===== src/rtl/hazard_ctrl.sv =====
// Pipeline hazard controller: load-use and HI/LO interlocks, branch flush, MDU occupancy, syscall halt.
// Optional statistics counters are built only when HAZARD_STATS_EN is defined.
module hazard_ctrl #(
    parameter int MUL_LAT = 4,
    parameter int DIV_LAT = 32
) (
    input  logic        clk,
    input  logic        CLR,
    input  logic [4:0]  rs_id,
    input  logic [4:0]  rt_id,
    input  logic        use_rs,
    input  logic        use_rt,
    input  logic        hilo_id,
    input  logic        RegWrite_ex,
    input  logic        MemtoReg_ex,
    input  logic [4:0]  WbRegNum_ex,
    input  logic        bj_taken,
    input  logic        mdu_start,
    input  logic        mdu_div,
    input  logic        SYSCALL_wb,
    output logic        EN_pc,
    output logic        EN_ifid,
    output logic        EN_idex,
    output logic        flush_ifid,
    output logic        bb_data,
    output logic        bb_bj,
    output logic        mdu_busy,
    output logic        halted,
    output logic [31:0] stall_cnt,
    output logic [31:0] flush_cnt
);

    typedef enum logic [1:0] {
        RUN      = 2'd0,
        MDU_BUSY = 2'd1,
        HALT     = 2'd2
    } state_t;

    localparam logic [7:0] MUL_LOAD = 8'(MUL_LAT - 1);
    localparam logic [7:0] DIV_LOAD = 8'(DIV_LAT - 1);

    state_t     r_state;
    state_t     w_state_next;
    logic [7:0] r_cnt;
    logic [7:0] w_cnt_next;
    logic       w_load_use;
    logic       w_hilo_stall;

    assign w_load_use = RegWrite_ex & MemtoReg_ex & (WbRegNum_ex != 5'd0) &
                        ((use_rs & (rs_id == WbRegNum_ex)) | (use_rt & (rt_id == WbRegNum_ex)));
    assign w_hilo_stall = (r_state == MDU_BUSY) & hilo_id;

    assign mdu_busy = (r_state == MDU_BUSY);
    assign halted   = (r_state == HALT);

    always_ff @(posedge clk) begin
        if (CLR) begin
            r_state <= RUN;
            r_cnt   <= 8'd0;
        end else begin
            r_state <= w_state_next;
            r_cnt   <= w_cnt_next;
        end
    end

    always_comb begin
        w_state_next = r_state;
        w_cnt_next   = r_cnt;
        EN_pc        = 1'b1;
        EN_ifid      = 1'b1;
        EN_idex      = 1'b1;
        flush_ifid   = 1'b0;
        bb_data      = 1'b0;
        bb_bj        = 1'b0;

        case (r_state)
            RUN: begin
                if (mdu_start) begin
                    w_state_next = MDU_BUSY;
                    w_cnt_next   = mdu_div ? DIV_LOAD : MUL_LOAD;
                end
            end
            MDU_BUSY: begin
                // Counter is loaded with LAT-1, so leaving on zero gives exactly LAT busy cycles.
                if (r_cnt == 8'd0) begin
                    w_state_next = RUN;
                end else begin
                    w_cnt_next = r_cnt - 8'd1;
                end
            end
            HALT: begin
                EN_pc   = 1'b0;
                EN_ifid = 1'b0;
                EN_idex = 1'b0;
            end
            default: w_state_next = RUN;
        endcase

        if (r_state != HALT) begin
            if (SYSCALL_wb) begin
                w_state_next = HALT;
            end
            // A taken branch squashes the younger instruction, so any stall it would cause is moot.
            if (bj_taken) begin
                flush_ifid = 1'b1;
                bb_bj      = 1'b1;
                EN_idex    = 1'b0;
            end else if (w_load_use | w_hilo_stall) begin
                EN_pc   = 1'b0;
                EN_ifid = 1'b0;
                EN_idex = 1'b0;
                bb_data = 1'b1;
            end
        end
    end

`ifdef HAZARD_STATS_EN
    logic [31:0] r_stall_cnt;
    logic [31:0] r_flush_cnt;

    always_ff @(posedge clk) begin
        if (CLR) begin
            r_stall_cnt <= 32'd0;
            r_flush_cnt <= 32'd0;
        end else if (r_state != HALT) begin
            if (bb_data) begin
                r_stall_cnt <= r_stall_cnt + 32'd1;
            end
            if (flush_ifid) begin
                r_flush_cnt <= r_flush_cnt + 32'd1;
            end
        end
    end

    assign stall_cnt = r_stall_cnt;
    assign flush_cnt = r_flush_cnt;
`else
    assign stall_cnt = 32'd0;
    assign flush_cnt = 32'd0;
`endif

endmodule


===== config.mk =====
export PLATFORM = sky130hd
export DESIGN_NAME = hazard_ctrl
export DESIGN_NICKNAME = d
export VERILOG_FILES = /design/src/rtl/hazard_ctrl.sv
export SDC_FILE = /design/constraint.sdc
export NUM_CORES = 1
export LEC_CHECK = 0
export ABC_AREA = 1
export BUFFER_PORTS_ARGS = -buffer_cell sky130_fd_sc_hd__buf_2
export CORE_MARGIN = 2
export CORE_UTILIZATION = 37
export DETAILED_ROUTE_END_ITERATION = 10
export PLACE_DENSITY = 0.77
export SYNTH_ARGS = -nofsm -noshare
export SYNTH_HDL_FRONTEND = slang
export SYNTH_SLANG_ARGS = --single-unit

===== constraint.sdc =====
create_clock -name clk -period 1.3 [get_ports clk]
set_input_delay 0.13 -clock clk [delete_from_list [all_inputs] [get_ports clk]]
set_output_delay 0.13 -clock clk [all_outputs]
set_load 0.01 [all_outputs]

## Word level (Yosys, flattened, before mapping)

Index checks and enable logic that the tools add are counted.

- $add $sub $neg: 1
- Multiply operators: 0
- Div/mod/pow operators: 0
- $lt $le $gt $ge: 0
- Equal/unequal tests: 7
- Shift operators: 0
- Multiplexer cells: 20
- Bitwise logic cells: 8
- Reductions and logical operators: 5

Operators with widths:

| kind | count |
|---|---|
| 2-to-1 mux 8 bit | 2 |
| one-hot mux 8 bit (2 select lines) | 1 |
| 2-to-1 mux 1 bit | 11 |
| == test 5 bit | 2 |
| zero test 8 bit | 1 |
| 2-to-1 mux 2 bit | 4 |
| subtractor 8 x 1 -> 8 bit (second input constant) | 1 |
| bitwise AND 1 bit | 6 |
| inequality test 2 bit (second input constant) | 3 |
| one-hot mux 2 bit (3 select lines) | 1 |
| 2-to-1 mux 5 bit | 1 |
| nonzero test 5 bit | 1 |
| AND reduction 3 bit | 1 |
| == test 2 x 1 -> 1 bit (second input constant) | 1 |
| == test 2 bit (second input constant) | 1 |
| zero test 2 bit | 1 |
| bitwise OR 1 bit | 2 |
| nonzero test 2 bit | 1 |

- Flip-flop bits (word level): 10
- Bits in latches: 0
- Memory bits (writable): 0
- Bits in read-only memories: 0
- Input bits: 26
- Output and inout bits: 72
- Word-level logic and storage cells: 43
- Memories kept: 0

## Longest topological paths before layout

Gate-level depths: netlist of the first run.

- Depth in word-level cells: 8
- Mapped depth: 11
- Depth with buffers taken out: 11

## Worst setup path before layout of the first run

Ideal clock, no wire load.

- Path kind: register to register
- Start point: register r_cnt[0]
- End point: register r_cnt[2]
- Setup time: 120 ps
- Arrival time: 1175 ps
- Data required time: 1180 ps
- Slack: 5 ps
- Cell stages (with the launch flop): 11
- Buffers on the path: 0
- Period minus slack after synthesis: 1295 ps
- Cells stage by stage: dfxtp_1 -> inv_1 -> ha_1 -> nand2_2 -> clkinv_1 -> nand2_2 -> nor2_4 -> nor2_8 -> inv_2 -> a21oi_2 -> a21oi_1

- Word-level cells in the longest chain between the ends: 3
- Elaborated cells between the ends (all ways): 6
- Those cells by class: add/sub: 1; eq/ne: 1; mux: 2; reduce/logical: 2

RTL lines:

| what | RTL line | text |
|---|---|---|
| start, declared | 44 | `logic [7:0] r_cnt;` |
| start signal, assigned | 62 | `r_cnt <= w_cnt_next;` |
| subtractor 8 x 1 -> 8 bit / zero test 8 bit (equally long branches) | 88, 85 |  |
| 2-to-1 mux 8 bit / inequality test 2 bit (equally long branches) | - |  |
| one-hot mux 8 bit (2 select lines) / AND reduction 3 bit (equally long branches) | - |  |

Several ways; a longest one is shown, not always the timed one. The select of a mux whose other input is x is not followed.
A chain may end at the register's enable or synchronous reset.

## Worst setup path in the final report of the first run

- Start point: register r_cnt[1]
- End point: register r_cnt[4]

Same word-level chain as after synthesis.

==> results of run 1 <==
## metal layers
| layer | up-vias | part of all wire (%) | routed length [um] |
|---|---|---|---|
| li1 | 609 | - | - |
| met1 | 530 | 38 | 998 |
| met2 | 67 | 52 | 1360 |
| met3 | 7 | 8.3 | 219 |
| met4 | 0 | 2.0 | 53 |
| met5 | - | 0 | 0 |
## what timing repair did
item,in CTS,in global routing
endpoints found under the setup margin,12,12
buffers inserted,6,1
pin swaps,9,13
resized for setup,23,23
cloned,0,0
## kinds of logic (layout without fill, tap and decap cells)
group	after synthesis	in the layout	share of synthesized area [%]
buffers and inverters	96	79	45.7
adder cells (fa/ha/maj)	2	2	1.88
XOR/XNOR	2	2	1.32
AO/OA/AOI/OAI	17	17	6.95
other	1	64	0.282
flip-flops	10	10	15.0
AND/OR/NAND/NOR	86	86	28.9
## worst max-delay path by stage
stage / to / depth (start not counted)
finish: r_cnt[4] / 10
global route: r_cnt[7] / 12
CTS: r_cnt[7] / 12
detailed placement: r_cnt[4] / 10
global placement: r_cnt[4] / 10
floorplan: r_cnt[2] / 10
## per-stage QoR
stage	instances	power, mW	TNS [ns]	area, um^2	util (%)
3_5_place_dp	295	0.753	-0.257	1330	39.3
2_1_floorplan	277	0.783	0	1570	-
5_1_grt	306	1.23	-0.658	1570	46.2
4_1_cts	305	1.09	-0.219	1470	43.4
3_3_place_gp	295	0.747	-0.0134	1330	39.3
6_report	306	1.15	-0.00213	1570	46.2
## layout by cell type (no fill, tap or decap), types with 3 or more instances in the layout
cell / n
dfxtp_2: 3
buf_6: 3
o21ai_0: 3
clkbuf_4: 3
inv_2: 4
buf_2: 31
dfxtp_1: 6
nand3_1: 3
conb_1: 64
o21ai_1: 4
a21oi_1: 6
nand2_1: 34
nand2_4: 3
inv_1: 23
nand2_2: 9
nor2_2: 4
buf_4: 11
nor2_1: 22
## registers in the layout, indices dropped and copies added, names as in the netlist
name,count
r_cnt,8
r_state,2
## power by group through the flow
stage	Clock (mW)	Combinational, mW	Sequential (mW)
CTS	0.295	0.437	0.355
global placement	0	0.388	0.358
finish	0.291	0.494	0.361
global route	0.304	0.561	0.364
floorplan	0	0.429	0.355
detailed placement	0	0.394	0.359
## layout make-up
cell class	instances	area (um^2)	area share (%)
flip-flops and latches	10	208	13.3
clock buffers	4	36.3	2.32
well taps	46	57.6	3.68
inverters	30	119	7.59
multi-input cells	171	873	55.8
repair buffers	45	272	17.3
## critical path: cells and delay by family, from the launching register on
family | cells | cell delay (ns)
DFF | 1 | 0.33
and+or+nand+nor | 4 | 0.30
buffers and inverters | 3 | 0.25
AOI/OAI and AO/OA | 2 | 0.18
adders and majority gates | 1 | 0.13
==> metrics.md, run 1 <==
| Metric | Value |
|---|---|
| Worst-skew pair later-pin latency | 0.28 ns |
| Maxcap violations | 0 |
| NetSw | 0.458 mW |
| Max Transition Viols Final | 0 |
| RSZ-0062 raised after global routing | true |
| Crit path from | r_cnt[1] |
| Maximum VDD drop | 0.368 mV |
| Buffers on Ports | 33 |
| Sequential share of the synthesized area | 15.0% |
| Internal Pwr Total | 0.688 mW |
| CP Capture Type | register |
| Critical path's slowest cell | dfxtp_2 |
| Hold_ws | 0.0283 ns |
| Clock Path Buffers | 2 |
| Worst clock skew | 0.00336 ns |
| Status | complete, but fails checks |
| Sw Share | 40.0% |
| Max frequency | 768 MHz |
| Hold_sp | SYSCALL_wb |
| Final Hold Viols | 0 |
| Met3 usage in global routing | 1.06% |
| # hold bufs at CTS | 0 |
| Seq cells post-synth | 10 |
| CP Class | reg2reg |
| Seq pwr share | 31.5% |
| Reg-to-reg endpoint | r_cnt[4] |
| Synth async-reset ratio | 0% |
| CP max stage delay | 0.33 ns |
| Die W | 64.0 um |
| Violated checks | setup timing |
| Worst Path Required | 1.47 ns |
| Antenna violations before repair | 0 |
| Vias/cell | 3.96 |
| Worst setup margin | -0.00213 ns |
| Post-synth cell types | 24 |
| Hold worst-path end | r_state[0] |
| Tot GR Track Use | 12.7% |
| Number of synthesized flops with an enable pin | 0 |
| Warnings, synthesis | 0 |
| Post-synth top area cell | buf_4 |
| Synthesized netlist cell count | 214 |
| Congestion Overflow GR | 0 |
| R2R setup slack | -0.002 ns |
| Io pins | 98 |
| Pwr Density | 732 nW/um^2 |
| WL/cell | 8.61 um |
| Reg2reg start | r_cnt[1] |
| Post-DP HPWL | 2.04 mm |
| Final Cycle Share | 100% |
| Share of the synthesized area in the top cell type | 37.2% |
| Place WS | -0.0756 ns |
| Comb pwr share | 43.1% |
| Clk network pwr share | 25.4% |
| Filler instances | 353 |
| Vias in the first global route | 1035 |
| Maximum number of pins on one net before global-route repair | 7 |
| Clock Tree Root | clkbuf_4 |
| Nets | 289 |
| # DRC | 0 |
| Die area | 4090 um^2 |
| GR Layer Usage met2 | 23.0% |
| Worst Hold Class | in2reg |
| Inserted Diodes | 0 |
| Hold-critical path depth | 2 |
| GR peak layer | met2 |
| Startpoint types | register |
| Syn-to-layout area delta | 17.6% |
| Die H | 64.0 um |
| Ranking of synthesized cells by area | buf_4, dfxtp_1, nand2_1 |
| Reg clk slew, reported paths | 0.07 ns |
| Final Setup Violations | 1 |
| Post-synth top flop | dfxtp_1 |
| Layout cell share with drive strength beyond 1 | 35.0% |
| Most common cell in the synthesized netlist | buf_4 |
| Final estimated routing congestion in global placement | 0.839 |
| Synthesized area per cell | 6.22 um^2 |
| Starting DRT DRC Count | 32 |
| Cell mode on critical path | nand2_2 |
| H-tree Lvls | 1 |
| Tmin final | 1.30 ns |
| LEAKAGE | 0.940 nW |
| Post-route ant nets | 0 |
| Initial DRT Pass Iterations | 4 |
| Most frequent cells after synthesis | buf_4, nand2_1, inv_1 |
| Crit path cell chain | inv_2 > ha_4 > nand2_2 > clkinv_2 > nand2_2 > nor2_4 > nor2_8 > buf_6 > o21ai_2 > a21oi_1 |
| Vias | 1213 |
| Grt met1 use | 15.1% |
| CTS Buf Count | 3 |
| First-pass GRT wire length | 4.24 mm |
| CTS tree | yes |
| Row cnt | 21 |
| Starting density of the core | 39.3% |
| Crit path max fanout | 6 |
| WL final | 2.64 mm |
| CORE AREA | 3390 um^2 |
| Sink Count | 10 |
| Worst EP arrival | 1.47 ns |
| Worst reg2reg path depth | 10 |
| Synthesized area | 1330 um^2 |
Note: power is estimated with default switching activity, not from simulation.
==> run 2, diff against run 1 <==
Settings changed: MAX_ROUTING_LAYER set to met4.
==> metrics.md, run 2 (same netlist as run 1, synthesis figures left out) <==
| Metric | Value |
|---|---|
| Status | complete, but fails checks |
| Violated checks | setup timing |
| Vias | 1196 (-1.4%) |
| Final Cell Area | 1570 um^2 (unchanged) |
| Antenna violations before repair | 0 (unchanged) |
| Sink Count | 10 (unchanged) |
| Maximum number of pins on one net before global-route repair | 7 (unchanged) |
| Sequential Area | 208 um^2 (unchanged) |
| Worst reg2reg path depth | 10 (unchanged) |
| Die W | 64.0 um (unchanged) |
| Vias in the first global route | 1036 (+0.097%) |
| # DRC | 0 (unchanged) |
| Final Setup Violations | 2 (+1) |
| CTS tree | yes |
| Clock Path Buffers | 2 (unchanged) |
| Crit path from | r_cnt[1] |
| Hold worst-path end | r_state[0] |
| Vias/cell | 3.91 (-1.4%) |
| CORE AREA | 3390 um^2 (unchanged) |
| Comb pwr share | 43.0% (about the same) |
| Die area | 4090 um^2 (unchanged) |
| Layout cell share with drive strength beyond 1 | 35.0% (unchanged) |
| Pwr Density | 732 nW/um^2 (about the same) |
| Die H | 64.0 um (unchanged) |
| Most frequent cells in the layout | conb_1, nand2_1, buf_2 |
| Maximum VDD drop | 0.366 mV (-0.48%) |
| LEAKAGE | 0.940 nW (unchanged) |
| Initial DRT Pass Iterations | 4 (unchanged) |
| Clock Tree Root | clkbuf_4 |
| Post-route ant nets | 0 (unchanged) |
| Worst-skew pair later-pin latency | 0.28 ns (about the same) |
| Commonest non-fill, non-tap cell in the layout | conb_1 |
| Tmin final | 1.30 ns (-0.000182 ns) |
| Filler instances | 353 (unchanged) |
| CTS Buf Count | 3 (unchanged) |
| Hold_sp | SYSCALL_wb |
| Worst Path Required | 1.47 ns (about the same) |
| Crit path max fanout | 6 (unchanged) |
| Seq pwr share | 31.5% (about the same) |
| Worst clock skew | 0.00404 ns (+0.000677 ns) |
| Hold-critical path depth | 2 (unchanged) |
| Reg-to-reg endpoint | r_cnt[4] |
| Max FFs per register | 8 (unchanged) |
| Max frequency | 768 MHz (about the same) |
| Nets | 289 (unchanged) |
| Largest regs | r_cnt: 8 flops, r_state: 2 flops |
| WL/cell | 8.59 um (-0.27%) |
| Reg2reg start | r_cnt[1] |
| Max Transition Viols Final | 0 (unchanged) |
| Worst EP arrival | 1.47 ns (about the same) |
| RSZ-0062 raised after global routing | true |
| Io pins | 98 (unchanged) |
| Starting density of the core | 39.3% (unchanged) |
| R2R setup slack | -0.002 ns (about the same) |
| Starting DRT DRC Count | 31 (-3.1%) |
| Clk network pwr share | 25.5% (about the same) |
| Largest Register | r_cnt |
| Post-DP HPWL | 2.04 mm (unchanged) |
| Area of the multi-input gates | 873 um^2 (unchanged) |
| Placed cell areas | 1330 um^2 (unchanged) |
| Fin util | 46.2% (unchanged) |
| Congestion Overflow GR | 0 (unchanged) |
| Final estimated routing congestion in global placement | 0.852 (+1.5%) |
| H-tree Lvls | 1 (unchanged) |
| Startpoint types | register |
| First-pass GRT wire length | 4.24 mm (unchanged) |
| CP Capture Type | register |
| CP Class | reg2reg |
| Final Cycle Share | 100% (about the same) |
| Final Hold Viols | 0 (unchanged) |
| Worst setup margin | -0.00195 ns (+0.000182 ns) |
| Row cnt | 21 (unchanged) |
| Reg clk slew, reported paths | 0.07 ns (about the same) |
| Syn-to-layout area delta | 17.6% (unchanged) |
| Hold_ws | 0.0293 ns (+0.00103 ns) |
| Buffers on Ports | 33 (unchanged) |
| NetSw | 0.458 mW (about the same) |
| Internal Pwr Total | 0.688 mW (about the same) |
| Sw Share | 40.0% (about the same) |
| WL final | 2.63 mm (-0.27%) |
| Worst Hold Class | in2reg |
| Tot GR Track Use | 13.1% (+0.35 points) |
| Inserted Diodes | 0 (unchanged) |
| Total power draw | 1.15 mW (about the same) |
| Maxcap violations | 0 (unchanged) |
run 2: routing by layer:
layer | wire, um | share of wire, % | track usage [%] | vias to the layer above
met1 | 1000 | 38 | 15.1 | 517
met2 | 1360 | 52 | 23.0 | 63
met4 | 49 | 1.9 | 5.71 | 0
met3 | 212 | 8.1 | 1.06 | 7
li1 | - | - | - | 609
met5 | 0 | 0 | - | -
run 2: how the worst max path moves through the flow:
stage,end,slack [ns],cells past startpoint
5_1_grt,r_cnt[7],-0.11,12
3_3_place_gp,r_cnt[4],-0.008,10
2_1_floorplan,r_cnt[2],0.005,10
4_1_cts,r_cnt[7],-0.05,12
6_report,r_cnt[4],-0.002,10
3_5_place_dp,r_cnt[4],-0.08,10
run 2: repair_timing:
item	CTS	global route
setup endpoints to repair	12	12
resized for setup	23	23
buffers inserted	6	1
pin swaps	9	13
hold buffers	0	0
run 2: cell type report:
class | count | area share (%)
clock buffers | 4 | 2.32
inverters | 30 | 7.59
multi-input cells | 171 | 55.8
flip-flops and latches | 10 | 13.3
well taps | 46 | 3.68
repair buffers | 45 | 17.3
run 2: through the flow:
step	TNS (ns)	setup WS, ns	instances
final	-0.00375	-0.00195	306
after global routing	-0.656	-0.107	306
after detailed placement	-0.257	-0.0756	295
after floorplan	0	0.00495	277
after CTS	-0.219	-0.0505	305
after global placement	-0.0134	-0.00791	295
run 2: power by group through the flow:
stage                     Sequential, mW  Clock (mW)  Combinational, mW
after detailed placement           0.359           0              0.394
after global routing               0.364       0.304              0.560
after global placement             0.358           0              0.388
final                              0.361       0.292              0.493
after CTS                          0.355       0.295              0.437
after floorplan                    0.355           0              0.429
run 2: worst max-delay path: stages (launching register included):
cell and delay [ns]:
dfxtp_2 0.33, inv_2 0.07, ha_4 0.13, nand2_2 0.04, clkinv_2 0.04, nand2_2 0.05, nor2_4 0.15, nor2_8 0.06
buf_6 0.14, o21ai_2 0.13, a21oi_1 0.05
==> run 3, diff against run 2 <==
Settings changed: CORE_MARGIN 2 to 4.
==> metrics.md, run 3 (same netlist as run 1, synthesis figures left out) <==
| Metric | Value |
|---|---|
| Reg2reg start | r_cnt[4] |
| Worst reg2reg path depth | 7 (-3) |
| Maximum VDD drop | 0.607 mV (+66%) |
| Congestion Overflow GR | 0 (unchanged) |
| Die area | 4620 um^2 (+13%) |
| Fin util | 46.1% (-0.062 points) |
| Max frequency | 769 MHz (+0.10%) |
| CP Class | reg2reg |
| Largest regs | r_cnt: 8 flops, r_state: 2 flops |
| Total power draw | 1.15 mW (+0.43%) |
| Crit path max fanout | 5 (-1) |
| Largest Register | r_cnt |
| H-tree Lvls | 1 (unchanged) |
| CTS tree | yes |
| Die H | 68.0 um (+6.3%) |
| Final Cycle Share | 100% (-0.10 points) |
| Die W | 68.0 um (+6.3%) |
| WL/cell | 8.78 um (+2.2%) |
| Worst clock skew | 0.00258 ns (-0.00145 ns) |
| Placed cells | 298 (+1.0%) |
| Row cnt | 21 (unchanged) |
| LEAKAGE | 0.941 nW (about the same) |
| Maxcap violations | 0 (unchanged) |
| Maximum number of pins on one net before global-route repair | 7 (unchanged) |
| Nets | 291 (+0.69%) |
| Vias in the first global route | 1035 (-0.097%) |
| Filler instances | 372 (+5.4%) |
| Tot GR Track Use | 11.5% (-1.6 points) |
| Status | complete, but fails checks |
| Buffers on Ports | 33 (unchanged) |
| Post-route ant nets | 0 (unchanged) |
| Commonest non-fill, non-tap cell in the layout | conb_1 |
| Syn-to-layout area delta | 18.3% |
| Worst-skew pair later-pin latency | 0.27 ns (about the same) |
| R2R setup slack | -0.0006 ns (about the same) |
| CORE AREA | 3420 um^2 (+0.78%) |
| Sink Count | 10 (unchanged) |
| Final estimated routing congestion in global placement | 0.835 (-1.9%) |
| Violated checks | setup timing |
| RSZ-0062 raised after global routing | true |
| CTS Buf Count | 3 (unchanged) |
| Layout cell share with drive strength beyond 1 | 34.0% (-1.0 points) |
| Worst Hold Class | in2reg |
| Area of the multi-input gates | 887 um^2 (+1.6%) |
| Sequential Area | 208 um^2 (unchanged) |
| WL final | 2.70 mm (+2.9%) |
| Non-Filler Instances | 308 (+0.65%) |
| Pwr Density | 730 nW/um^2 (-0.20%) |
| Antenna violations before repair | 0 (unchanged) |
| Clock Tree Root | clkbuf_4 |
| Most frequent cells in the layout | conb_1, nand2_1, buf_2 |
| Final Hold Viols | 0 (unchanged) |
| Worst Path Required | 1.47 ns (about the same) |
| Setup crit end | r_cnt[6] |
| Crit path from | r_cnt[4] |
| Initial DRT Pass Iterations | 2 (-2) |
| Clock Path Buffers | 2 (unchanged) |
| Reg clk slew, reported paths | 0.07 ns (about the same) |
| Post-DP HPWL | 2.27 mm (+11%) |
| Io pins | 98 (unchanged) |
| Inserted Diodes | 0 (unchanged) |
| Starting DRT DRC Count | 18 (-42%) |
| First-pass GRT wire length | 4.07 mm (-3.9%) |
| Starting density of the core | 39.0% (-0.30 points) |
| Tmin final | 1.30 ns (-0.00133 ns) |
| Final Setup Violations | 1 (-1) |
| Vias | 1197 (+0.084%) |
| Max FFs per register | 8 (unchanged) |
| # DRC | 0 (unchanged) |
| Reg-to-reg endpoint | r_cnt[6] |
| Max Transition Viols Final | 0 (unchanged) |
| Vias/cell | 3.89 (-0.57%) |
| Worst EP arrival | 1.47 ns (about the same) |
| Hold_sp | SYSCALL_wb |
| Startpoint types | register |
| Worst setup margin | -0.000620 ns (+0.00133 ns) |
| CP Capture Type | register |
-- run 3: cell count changes in the layout (fill, tap and decap cells not counted), sizes merged --
cell and delta:
buf +1, clkinv -1, inv +1, nor2 +1
-- run 3: stage by stage --
| stage | setup slack [ns] | hold WS, ns | setup TNS (ns) | instance area (um^2) |
|---|---|---|---|---|
| floorplan | 0.00495 | 0.202 | 0 | 1570 |
| global placement | -0.00466 | 0.343 | -0.00827 | 1360 |
| detailed placement | -0.0881 | 0.329 | -0.303 | 1360 |
| CTS | -0.0398 | 0.0285 | -0.0946 | 1490 |
| global route | -0.0712 | 0.0225 | -0.552 | 1580 |
| finish | -0.000620 | 0.0315 | -0.000620 | 1580 |
-- run 3: final cells by class --
class / count / area share, %
Tap cell: 46 / 3.65
Inverter: 30 / 7.63
Sequential cell: 10 / 13.2
Clock buffer: 4 / 2.30
Multi-Input combinational cell: 172 / 56.3
Timing Repair Buffer: 46 / 16.9
-- run 3: layer usage --
| layer | global-route usage, % | vias up | wire [um] |
|---|---|---|---|
| met5 | - | - | 0 |
| met4 | 2.98 | 0 | 10 |
| met3 | 1.97 | 3 | 281 |
| met2 | 19.9 | 57 | 1380 |
| met1 | 13.7 | 520 | 1030 |
| li1 | - | 617 | - |
-- run 3: where the power goes --
| group | switching (mW) | internal [mW] |
|---|---|---|
| Combinational | 0.316 | 0.188 |
| Sequential | 0.0245 | 0.332 |
| Clock | 0.120 | 0.170 |
-- run 3: timing repair --
item,4_1_cts,5_1_grt
setup endpoints to repair,10,12
gates resized for setup,23,19
buffers inserted,3,2
cloned,1,0
pin swaps,7,6
hold buffers,0,0
-- run 3: how the worst min path moves through the flow --
| stage | to | slack [ns] | depth (start not counted) |
|---|---|---|---|
| after detailed placement | r_state[0] | 0.33 | 2 |
| after global placement | r_state[1] | 0.34 | 2 |
| after CTS | r_state[0] | 0.03 | 2 |
| final | r_state[0] | 0.03 | 2 |
| after floorplan | r_state[1] | 0.20 | 1 |
| after global routing | r_state[0] | 0.02 | 2 |
-- run 3: worst max-delay path: stages (launching register included) --
cell,delay (ns)
dfxtp_1,0.36
nor2_1,0.16
nand2_2,0.11
nor2_4,0.22
nor2_8,0.07
nand2_2,0.07
xor2_1,0.14
nor2_1,0.05
